===== config.mk =====
export PLATFORM = sky130hd
export DESIGN_NAME = load_store_unit_flat
export DESIGN_NICKNAME = d
export VERILOG_FILES = /design/src/rtl/load_store_unit_pkg.sv /design/src/rtl/load_store_unit_if.sv /design/src/rtl/load_store_unit_align.sv /design/src/rtl/load_store_unit.sv /design/src/flat_wrapper.sv
export SDC_FILE = /design/constraint.sdc
export NUM_CORES = 1
export LEC_CHECK = 0
export CAP_MARGIN = 20
export CORE_UTILIZATION = 47
export DETAILED_ROUTE_END_ITERATION = 12
export HOLD_SLACK_MARGIN = 0.15
export PLACE_DENSITY = 0.85
export SLEW_MARGIN = 25
export SYNTH_ARGS = -nofsm -noshare
export SYNTH_HDL_FRONTEND = slang
export SYNTH_SLANG_ARGS = --single-unit

===== constraint.sdc =====
create_clock -name clk -period 4.6 [get_ports clk]
set_input_delay 0.92 -clock clk [delete_from_list [all_inputs] [get_ports clk]]
set_output_delay 0.92 -clock clk [all_outputs]
set_load 0.01 [all_outputs]

===== src/rtl/load_store_unit_pkg.sv =====
`default_nettype none
// ============================================================================
// Module      : load_store_unit_pkg
// Description : Shared types, funct3 encodings and FSM states for the LSU.
// Revision    : 1.0 - initial release
// ============================================================================
package load_store_unit_pkg;

  typedef logic [31:0] data_t;
  typedef logic [31:0] addr_t;

  typedef enum logic [1:0] {
    MW_B = 2'd0,
    MW_H = 2'd1,
    MW_W = 2'd2
  } mem_width_t;

  typedef enum logic [1:0] {
    S_IDLE  = 2'd0,
    S_REQ   = 2'd1,
    S_DONE  = 2'd2,
    S_FAULT = 2'd3
  } lsu_state_t;

  localparam logic [2:0] F3_LB  = 3'b000;
  localparam logic [2:0] F3_LH  = 3'b001;
  localparam logic [2:0] F3_LW  = 3'b010;
  localparam logic [2:0] F3_LBU = 3'b100;
  localparam logic [2:0] F3_LHU = 3'b101;
  localparam logic [2:0] F3_SB  = 3'b000;
  localparam logic [2:0] F3_SH  = 3'b001;
  localparam logic [2:0] F3_SW  = 3'b010;

  function automatic mem_width_t width_of(input logic [2:0] f3);
    case (f3[1:0])
      2'b00:   return MW_B;
      2'b01:   return MW_H;
      default: return MW_W;
    endcase
  endfunction

endpackage
`default_nettype wire


===== src/rtl/load_store_unit_if.sv =====
`default_nettype none
// ============================================================================
// Module      : load_store_unit_if
// Description : Data-memory req/ready bus between the LSU and memory.
// Revision    : 1.0 - initial release
// ============================================================================
interface load_store_unit_if;
  import load_store_unit_pkg::*;

  logic       mem_req;
  logic       mem_we;
  addr_t      mem_addr;
  logic [3:0] mem_be;
  data_t      mem_wdata;
  logic       mem_ready;
  data_t      mem_rdata;

  modport master (
    output mem_req, mem_we, mem_addr, mem_be, mem_wdata,
    input  mem_ready, mem_rdata
  );

  modport slave (
    input  mem_req, mem_we, mem_addr, mem_be, mem_wdata,
    output mem_ready, mem_rdata
  );

endinterface
`default_nettype wire


===== src/rtl/load_store_unit_align.sv =====
`default_nettype none
// ============================================================================
// Module      : load_store_unit_align
// Description : Byte-enable/lane alignment, load extension and legality check.
// Revision    : 1.0 - initial release
// ============================================================================
module load_store_unit_align
  import load_store_unit_pkg::*;
(
  input  wire logic [2:0] funct3,
  input  wire logic       is_write,
  input  wire logic [1:0] addr_lo,
  input  wire data_t      store_data,
  input  wire data_t      rdata,
  output logic [3:0]      be,
  output data_t           wdata,
  output data_t           load_ext,
  output logic            legal
);

  mem_width_t width;
  logic [7:0]  rbyte;
  logic [15:0] rhalf;
  logic        f3_ok;
  logic        aligned;

  assign width = width_of(funct3);

  always_comb begin
    be    = 4'b1111;
    wdata = store_data;
    case (width)
      MW_B: begin
        be    = 4'b0001 << addr_lo;
        wdata = {4{store_data[7:0]}};
      end
      MW_H: begin
        be    = addr_lo[1] ? 4'b1100 : 4'b0011;
        wdata = {2{store_data[15:0]}};
      end
      default: begin
        be    = 4'b1111;
        wdata = store_data;
      end
    endcase
  end

  always_comb begin
    rbyte = rdata[7:0];
    case (addr_lo)
      2'd0:    rbyte = rdata[7:0];
      2'd1:    rbyte = rdata[15:8];
      2'd2:    rbyte = rdata[23:16];
      default: rbyte = rdata[31:24];
    endcase
    rhalf = addr_lo[1] ? rdata[31:16] : rdata[15:0];
  end

  always_comb begin
    load_ext = rdata;
    case (funct3)
      F3_LB:   load_ext = {{24{rbyte[7]}}, rbyte};
      F3_LH:   load_ext = {{16{rhalf[15]}}, rhalf};
      F3_LBU:  load_ext = {24'd0, rbyte};
      F3_LHU:  load_ext = {16'd0, rhalf};
      default: load_ext = rdata;
    endcase
  end

  always_comb begin
    if (is_write) begin
      f3_ok = funct3 inside {F3_SB, F3_SH, F3_SW};
    end else begin
      f3_ok = funct3 inside {F3_LB, F3_LH, F3_LW, F3_LBU, F3_LHU};
    end
    case (width)
      MW_B:    aligned = 1'b1;
      MW_H:    aligned = ~addr_lo[0];
      default: aligned = (addr_lo == 2'b00);
    endcase
    legal = f3_ok & aligned;
  end

endmodule
`default_nettype wire


===== src/rtl/load_store_unit.sv =====
`default_nettype none
// ============================================================================
// Module      : load_store_unit
// Description : Multicycle load/store stage driving a req/ready memory port.
// Revision    : 1.0 - initial release
// ============================================================================
module load_store_unit
  import load_store_unit_pkg::*;
#(
  parameter int unsigned TIMEOUT_CYCLES = 0
) (
  input  wire logic         clk,
  input  wire logic         reset,
  input  wire logic         cfsm__mem_start,
  input  wire logic         cfsm__mem_write,
  input  wire logic [2:0]   funct3,
  input  wire addr_t        addr,
  input  wire data_t        store_data,
  load_store_unit_if.master mem,
  output data_t             load_data,
  output logic              done,
  output logic              fault,
  output logic              busy
);

  lsu_state_t  state_q, state_d;
  logic        write_q, write_d;
  logic [2:0]  funct3_q, funct3_d;
  addr_t       addr_q, addr_d;
  data_t       sdata_q, sdata_d;
  data_t       load_data_q, load_data_d;
  logic [31:0] tmo_cnt_q, tmo_cnt_d;

  logic        al_sel_raw;
  logic [2:0]  al_funct3;
  logic        al_write;
  logic [1:0]  al_addr_lo;
  data_t       al_sdata;
  logic [3:0]  al_be;
  data_t       al_wdata;
  data_t       al_load_ext;
  logic        al_legal;

  // In IDLE the aligner judges the live inputs; afterwards it works on the latched copy.
  assign al_sel_raw = (state_q == S_IDLE);
  assign al_funct3  = al_sel_raw ? funct3          : funct3_q;
  assign al_write   = al_sel_raw ? cfsm__mem_write : write_q;
  assign al_addr_lo = al_sel_raw ? addr[1:0]       : addr_q[1:0];
  assign al_sdata   = al_sel_raw ? store_data      : sdata_q;

  load_store_unit_align u_align (
    .funct3     (al_funct3),
    .is_write   (al_write),
    .addr_lo    (al_addr_lo),
    .store_data (al_sdata),
    .rdata      (mem.mem_rdata),
    .be         (al_be),
    .wdata      (al_wdata),
    .load_ext   (al_load_ext),
    .legal      (al_legal)
  );

  always_ff @(posedge clk) begin
    if (reset) begin
      state_q     <= S_IDLE;
      write_q     <= 1'b0;
      funct3_q    <= 3'd0;
      addr_q      <= '0;
      sdata_q     <= '0;
      load_data_q <= '0;
      tmo_cnt_q   <= '0;
    end else begin
      state_q     <= state_d;
      write_q     <= write_d;
      funct3_q    <= funct3_d;
      addr_q      <= addr_d;
      sdata_q     <= sdata_d;
      load_data_q <= load_data_d;
      tmo_cnt_q   <= tmo_cnt_d;
    end
  end

  always_comb begin
    state_d     = state_q;
    write_d     = write_q;
    funct3_d    = funct3_q;
    addr_d      = addr_q;
    sdata_d     = sdata_q;
    load_data_d = load_data_q;
    tmo_cnt_d   = tmo_cnt_q;
    case (state_q)
      S_IDLE: begin
        if (cfsm__mem_start) begin
          write_d  = cfsm__mem_write;
          funct3_d = funct3;
          addr_d   = addr;
          sdata_d  = store_data;
          state_d  = al_legal ? S_REQ : S_FAULT;
        end
      end
      S_REQ: begin
        if (mem.mem_ready) begin
          state_d   = S_DONE;
          tmo_cnt_d = '0;
          if (!write_q) begin
            load_data_d = al_load_ext;
          end
        end else if ((TIMEOUT_CYCLES != 0) && ((tmo_cnt_q + 32'd1) == TIMEOUT_CYCLES)) begin
          state_d   = S_FAULT;
          tmo_cnt_d = '0;
        end else begin
          tmo_cnt_d = tmo_cnt_q + 32'd1;
        end
      end
      S_DONE:  state_d = S_IDLE;
      default: state_d = S_IDLE;
    endcase
  end

  always_comb begin
    mem.mem_req   = 1'b0;
    mem.mem_we    = 1'b0;
    mem.mem_addr  = '0;
    mem.mem_be    = 4'b0000;
    mem.mem_wdata = '0;
    done          = 1'b0;
    fault         = 1'b0;
    busy          = (state_q != S_IDLE);
    case (state_q)
      S_REQ: begin
        mem.mem_req   = 1'b1;
        mem.mem_we    = write_q;
        mem.mem_addr  = {addr_q[31:2], 2'b00};
        mem.mem_be    = al_be;
        mem.mem_wdata = al_wdata;
      end
      S_DONE:  done  = 1'b1;
      S_FAULT: fault = 1'b1;
      default: ;
    endcase
  end

  assign load_data = load_data_q;

endmodule
`default_nettype wire


===== src/flat_wrapper.sv =====
// flat-port wrapper written by rule: the top's interface ports become plain ports
module load_store_unit_flat import load_store_unit_pkg::*;
#(
  parameter int unsigned TIMEOUT_CYCLES = 0
)
  (clk, reset, cfsm__mem_start, cfsm__mem_write, funct3, addr, store_data, load_data, done, fault, busy, mem_mem_req, mem_mem_we, mem_mem_addr, mem_mem_be, mem_mem_wdata, mem_mem_ready, mem_mem_rdata);
  load_store_unit_if mem_i ();
  input  wire logic clk;
  input  wire logic reset;
  input  wire logic cfsm__mem_start;
  input  wire logic cfsm__mem_write;
  input  wire logic [2:0] funct3;
  input  wire addr_t addr;
  input  wire data_t store_data;
  output data_t load_data;
  output logic done;
  output logic fault;
  output logic busy;
  output wire logic [$bits(mem_i.mem_req)-1:0] mem_mem_req;
  output wire logic [$bits(mem_i.mem_we)-1:0] mem_mem_we;
  output wire logic [$bits(mem_i.mem_addr)-1:0] mem_mem_addr;
  output wire logic [$bits(mem_i.mem_be)-1:0] mem_mem_be;
  output wire logic [$bits(mem_i.mem_wdata)-1:0] mem_mem_wdata;
  input wire logic [$bits(mem_i.mem_ready)-1:0] mem_mem_ready;
  input wire logic [$bits(mem_i.mem_rdata)-1:0] mem_mem_rdata;
  assign mem_mem_req = mem_i.mem_req;
  assign mem_mem_we = mem_i.mem_we;
  assign mem_mem_addr = mem_i.mem_addr;
  assign mem_mem_be = mem_i.mem_be;
  assign mem_mem_wdata = mem_i.mem_wdata;
  assign mem_i.mem_ready = mem_mem_ready;
  assign mem_i.mem_rdata = mem_mem_rdata;
  load_store_unit #(.TIMEOUT_CYCLES(TIMEOUT_CYCLES)) u_core (.clk(clk), .reset(reset), .cfsm__mem_start(cfsm__mem_start), .cfsm__mem_write(cfsm__mem_write), .funct3(funct3), .addr(addr), .store_data(store_data), .mem(mem_i), .load_data(load_data), .done(done), .fault(fault), .busy(busy));
endmodule

==> impl_metrics.tcl, run 1 <==
set metrics [dict create \
    vias_per_cell 5.68 \
    mostFrequentLayoutCells "205 x clkdlybuf4s50_1, 174 x nand2_1, 102 x dfxtp_1" \
    grt_overflow_total 0 \
    fin_ws_ns 0.406 \
    postRouteWirelength_microns 17400 \
    final_max_slew_viol_count 0 \
    netlist_area_sq_um 5090 \
    antenna_cells 0 \
    clockRootBuffer "clkbuf_8" \
    relSlewSlack_pct 36.5 \
    worstMarginPinSlew_ns 0.952 \
    drt-wirelength-per-cell_microns 17.8 \
    syn-instance-count 661 \
    hold_viol 0 \
    hold_class "register to register" \
    dp.final_hpwl_microns 12400 \
    endpoint_kind "output port" \
    nets 940 \
    synth_area_leader_cell "dfxtp_1" \
    start_util_pct 48.8 \
    dr.pass1.iters 7 \
    crit_chain "clkdlybuf4s50_1, mux2_2, a21oi_1, nor2_1, clkdlybuf4s50_1" \
    synth-seq-cells 102 \
    drv_cap 0 \
    clock_sinks 102 \
    synth_edf_count 0 \
    cpMostUsedCell "clkdlybuf4s50_1" \
    max_stage_delay_ns 0.71 \
    coreArea_sq_um 10400 \
    path_buf_inv 2 \
    die_y_microns 106 \
    path_max_fanout 43 \
    critPathRequiredTime_ns 3.68 \
    vdd_drop_max_mv 0.145 \
    grt_pass1_wl_microns 27200 \
    tritoncts "done" \
    fill_cells 803 \
    tns_ns 0 \
    synth_top_flop_cell "dfxtp_1" \
    p_leak_nw 2.70 \
    grt_max_degree 69 \
    pre_cts_ws_ns 0.451 \
    fin_hold_ws_ns 0.454 \
    die_w_microns 106 \
    cp.arrival_ns 3.27 \
    path_delay_family "buffers and inverters" \
    io_pins 209 \
    cts.repair.resized 0 \
    finalSetupViolCount 0 \
    clkLatencyLatePin_ns 0.38 \
    ys_seq_area_share_pct 40.1 \
    htree_levels 3 \
    total_power_w 0.00234 \
    path_class "primary input to output port" \
    hold_buffers 0 \
    finalClockSkew_ns 0.0111 \
    first_global_vias 5322 \
    power_density_nw_per_um2 315 \
    cts_buffers 9 \
    area_delta_synth_final_pct 46.1 \
    fin_util_pct 71.3 \
    cp-start-kind "primary input" \
    synth_warnings 0 \
    rows 37 \
    cts_max_path_buffers 2 \
    grt_use_total_pct 30.9 \
    drive_gt1_share_pct 5.83 \
    drc 0 \
    synthTopCellsByArea "dfxtp_1 40%, nand2_1 13%, a21oi_1 9.5%" \
    clk_pin_slew_ns 0.10 \
    period_share_pct 91.2 \
    period_needed_ns 4.19 \
    grt_setup_unrepaired "false" \
    io_buffers 206 \
    synth_area_per_cell_sq_um 7.70 \
    synth_top_area_share_pct 40.1 \
    mostFrequentLayoutCell "clkdlybuf4s50_1" \
    gp_congestion 0.918 \
    drtAntennaViolNets 0 \
    antenna_found_initial 0 \
    yosysUniqueCellTypes 46 \
    synth-async-reset-ratio_pct 0 \
    max_freq_mhz 238 \
    num_vias 5545 \
    die_area_sq_um 11200 \
    cts_setup_buffers 0 \
    critPathSlowestCell "mux2_2" \
    status "finished, final reports clean" \
    dr.first_iter.drc_count 411 \
]
==> synth_stat cells (all sizes together) (2+ instances only) <==
| cell | n |
|---|---|
| nand2 | 175 |
| dfxtp | 102 |
| a21oi | 97 |
| nor2 | 47 |
| and2 | 42 |
| clkbuf | 30 |
| mux2i | 28 |
| buf | 24 |
| a211oi | 20 |
| a2111oi | 17 |
| o21ai | 12 |
| a221oi | 9 |
| nor3 | 8 |
| o221ai | 7 |
| inv | 6 |
| a31oi | 4 |
| nand3 | 3 |
| o21a | 3 |
| or3 | 3 |
| a32oi | 2 |
| mux2 | 2 |
| nand3b | 2 |
| nand4 | 2 |
| nor3b | 2 |
| nor4b | 2 |
| o22ai | 2 |
| or3b | 2 |
==> worst min-delay path, delay by kind of cell (launching register included) <==
family             cells  cell delay, ns
DFF                    1            0.32
and+or+nand+nor        1            0.05
AOI/OAI and AO/OA      1            0.05
==> layout make-up <==
class                      instances  area, sq um  share of cell area [%]
tap                              136          170                    2.29
multi-input combinational        499         2800                    37.6
timing repair buffer             217         2140                    28.8
clock inverter                     6          115                    1.55
sequential                       102         2040                    27.5
inverter                           7         26.3                   0.354
clock buffer                      10          138                    1.85
==> report_power, final <==
| group | switching [W] | total, W | internal, W |
|---|---|---|---|
| combinational | 0.000341 | 0.000627 | 0.000286 |
| sequential | 0.0000541 | 0.00100 | 0.000951 |
| clock | 0.000328 | 0.000708 | 0.000380 |
==> state kept, by name (all words and copies together), names as in the netlist <==
name and count:
u_core.addr_q 32, u_core.funct3_q 3, u_core.load_data 32, u_core.sdata_q 32
u_core.state_q 2, u_core.write_q 1
==> per-stage QoR <==
stage | instance area, sq um | instances
2_1_floorplan | 5090 | 662
3_3_place_gp | 7170 | 961
3_5_place_dp | 7180 | 961
4_1_cts | 7430 | 977
5_1_grt | 7430 | 977
6_report | 7430 | 977
==> final timing paths <==
path                             startpoint                                end  slack, ns  depth (start not counted)
max                               funct3[1]                      mem_mem_be[0]       0.41                          5
min          u_core.addr_q[19]$_SDFFE_PP0P_     u_core.addr_q[19]$_SDFFE_PP0P_       0.45                          2
max reg2reg  u_core.state_q[0]$_SDFFE_PP0P_  u_core.load_data[18]$_SDFFE_PP0P_       1.52                          7
min reg2reg  u_core.addr_q[19]$_SDFFE_PP0P_     u_core.addr_q[19]$_SDFFE_PP0P_       0.45                          2
==> routing by layer <==
layer | vias up | track usage (%) | part of all wire [%]
li1 | 2623 | - | -
met1 | 2591 | 37.2 | 40
met2 | 288 | 51.3 | 48
met3 | 43 | 8.52 | 9.6
met4 | 0 | 14.2 | 3.1
met5 | - | 0 | 0
==> logic make-up after synthesis <==
group,synth area share [%]
AOI/OAI and AO/OA,23.1
muxes,6.10
DFF,40.1
buffers and inverters,5.36
other,0.0737
and+or+nand+nor,25.2
(Power assumes the default switching activity.)
==> inputs of run 2 (changes only) <==
--- a/config.mk
+++ b/config.mk
@@ -6,10 +6,11 @@
 export NUM_CORES = 1
 export LEC_CHECK = 0
 export CAP_MARGIN = 20
-export CORE_UTILIZATION = 47
+export CORE_UTILIZATION = 38
 export DETAILED_ROUTE_END_ITERATION = 12
 export HOLD_SLACK_MARGIN = 0.15
-export PLACE_DENSITY = 0.85
+export MAX_ROUTING_LAYER = met4
+export PLACE_DENSITY = 0.7
 export SLEW_MARGIN = 25
 export SYNTH_ARGS = -nofsm -noshare
 export SYNTH_HDL_FRONTEND = slang
==> impl_metrics.tcl, run 2 (synthesized netlist as in run 1, its figures left out) <==
set metrics [dict create \
    htree_levels 3 \
    cts_buffers 9 \
    critPathSlowestCell "clkdlybuf4s50_1" \
    mostFrequentLayoutCells "205 x clkdlybuf4s50_1, 174 x nand2_1, 102 x dfxtp_1" \
    path_buf_inv 2 \
    crit_chain "clkdlybuf4s50_1, mux2i_2, mux2i_1, a211oi_1, clkdlybuf4s50_1" \
    clkLatencyLatePin_ns 0.35 \
    start_util_pct 39.7 \
    cp-start-kind "primary input" \
    period_share_pct 85.7 \
    path_delay_family "buffers and inverters" \
    tns_ns 0 \
    fill_cells 1136 \
    max_stage_delay_ns 0.57 \
    seqCellArea_sq_um 2040 \
    cpMostUsedCell "clkdlybuf4s50_1" \
    num_vias 5443 \
    cts.repair.resized 0 \
    die_w_microns 118 \
    antenna_cells 0 \
    die_area_sq_um 13900 \
    p_leak_nw 2.75 \
    power_density_nw_per_um2 321 \
    hold_buffers 0 \
    io_pins 209 \
    antenna_found_initial 0 \
    drv_cap 0 \
    rows 41 \
    area_delta_synth_final_pct 48.9 \
    final_max_slew_viol_count 0 \
    status "finished, final reports clean" \
    nets 945 \
    path_max_fanout 7 \
    p_switching_w 0.000734 \
    drc 0 \
    grt_max_degree 94 \
    tritoncts "done" \
    critPathRequiredTime_ns 3.68 \
    io_buffers 206 \
    multi_input_area_sq_um 2790 \
    first_global_vias 5241 \
    vias_per_cell 5.35 \
    hold_viol 0 \
    clock_sinks 102 \
    worstMarginPinSlew_ns 0.935 \
    relSlewSlack_pct 37.2 \
    p_comb_share_pct 25.7 \
    cts_max_path_buffers 2 \
    max_freq_mhz 254 \
    finalClockSkew_ns 0.00886 \
    gp_congestion 0.885 \
    die_y_microns 118 \
    p_int_w 0.00170 \
    period_needed_ns 3.94 \
    p_sw_share_pct 30.2 \
    dp.final_hpwl_microns 12400 \
    coreArea_sq_um 12800 \
    mostFrequentLayoutCell "clkdlybuf4s50_1" \
    p_seq_share_pct 41.3 \
    clockRootBuffer "clkbuf_16" \
    dr.pass1.iters 5 \
    grt_overflow_total 0 \
    path_class "primary input to output port" \
    postRouteWirelength_microns 17300 \
    cts_setup_buffers 0 \
    clk_pin_slew_ns 0.07 \
    vdd_drop_max_mv 0.173 \
    drive_gt1_share_pct 6.15 \
    finalSetupViolCount 0 \
    grt_use_total_pct 25.2 \
    drtAntennaViolNets 0 \
    drt-wirelength-per-cell_microns 17.0 \
    power_frac_clock_pct 32.9 \
    grt_pass1_wl_microns 27100 \
    grt_setup_unrepaired "false" \
    cp.arrival_ns 3.02 \
    hold_class "register to register" \
    total_power_w 0.00243 \
    dr.first_iter.drc_count 373 \
    endpoint_kind "output port" \
]
## run 2: cell count changes in the layout (fill, tap and decap cells not counted), sizes merged
| cell | previous run | this run |
|---|---|---|
| clkinv | 1 | 3 |
| buf | 12 | 17 |
| clkbuf | 10 | 12 |
| bufinv | 3 | 1 |
| inv | 8 | 6 |
## run 2: final cells by class
cell class / count / share of cell area, %
inverters: 7 / 0.347
repair buffers: 222 / 28.9
flip-flops and latches: 102 / 26.9
multi-input cells: 499 / 36.8
clock inverters: 4 / 0.727
well taps: 172 / 2.84
clock buffers: 12 / 3.39
## run 2: worst paths after layout
| check | startpoint | depth (start not counted) | end | slack [ns] |
|---|---|---|---|---|
| max | funct3[0] | 5 | mem_mem_wdata[27] | 0.66 |
| min | u_core.addr_q[17]$_SDFFE_PP0P_ | 2 | u_core.addr_q[17]$_SDFFE_PP0P_ | 0.45 |
| max reg2reg | u_core.state_q[0]$_SDFFE_PP0P_ | 7 | u_core.load_data[27]$_SDFFE_PP0P_ | 2.00 |
| min reg2reg | u_core.addr_q[17]$_SDFFE_PP0P_ | 2 | u_core.addr_q[17]$_SDFFE_PP0P_ | 0.45 |
## run 2: layer usage
layer | global-route usage [%] | vias to the layer above | wire [microns]
met1 | 31.5 | 2535 | 7490
li1 | - | 2635 | -
met2 | 38.3 | 230 | 7890
met4 | 11.0 | 0 | 518
met5 | - | - | 0
met3 | 6.64 | 43 | 1430
## run 2: worst register-to-register path, cell delays in order (launching register included)
cell       delay [ns]
dfxtp_1          0.68
nand2b_1         0.14
buf_4            0.26
nor3b_4          0.21
buf_4            0.36
nand2_1          0.42
a21oi_1          0.30
a2111oi_2        0.09
## run 2: stage by stage
| step | worst slack, ns | utilization [%] | instance area (sq um) | hold slack (ns) | instances |
|---|---|---|---|---|---|
| floorplan | 1.62 | - | 5090 | 0.432 | 662 |
| global placement | 0.672 | 56.5 | 7250 | 0.437 | 1001 |
| detailed placement | 0.650 | 56.5 | 7250 | 0.444 | 1001 |
| CTS | 0.645 | 58.9 | 7560 | 0.454 | 1017 |
| global route | 0.500 | 59.1 | 7580 | 0.480 | 1018 |
| finish | 0.659 | 59.1 | 7580 | 0.453 | 1018 |
## run 2: power groups by stage
stage          Combinational [W]  Sequential (W)  Clock [W]
5_1_grt                 0.000678         0.00101   0.000851
4_1_cts                 0.000625         0.00100   0.000811
3_3_place_gp            0.000611         0.00102          0
3_5_place_dp            0.000621         0.00102          0
2_1_floorplan           0.000347         0.00101          0
6_report                0.000625         0.00101   0.000801
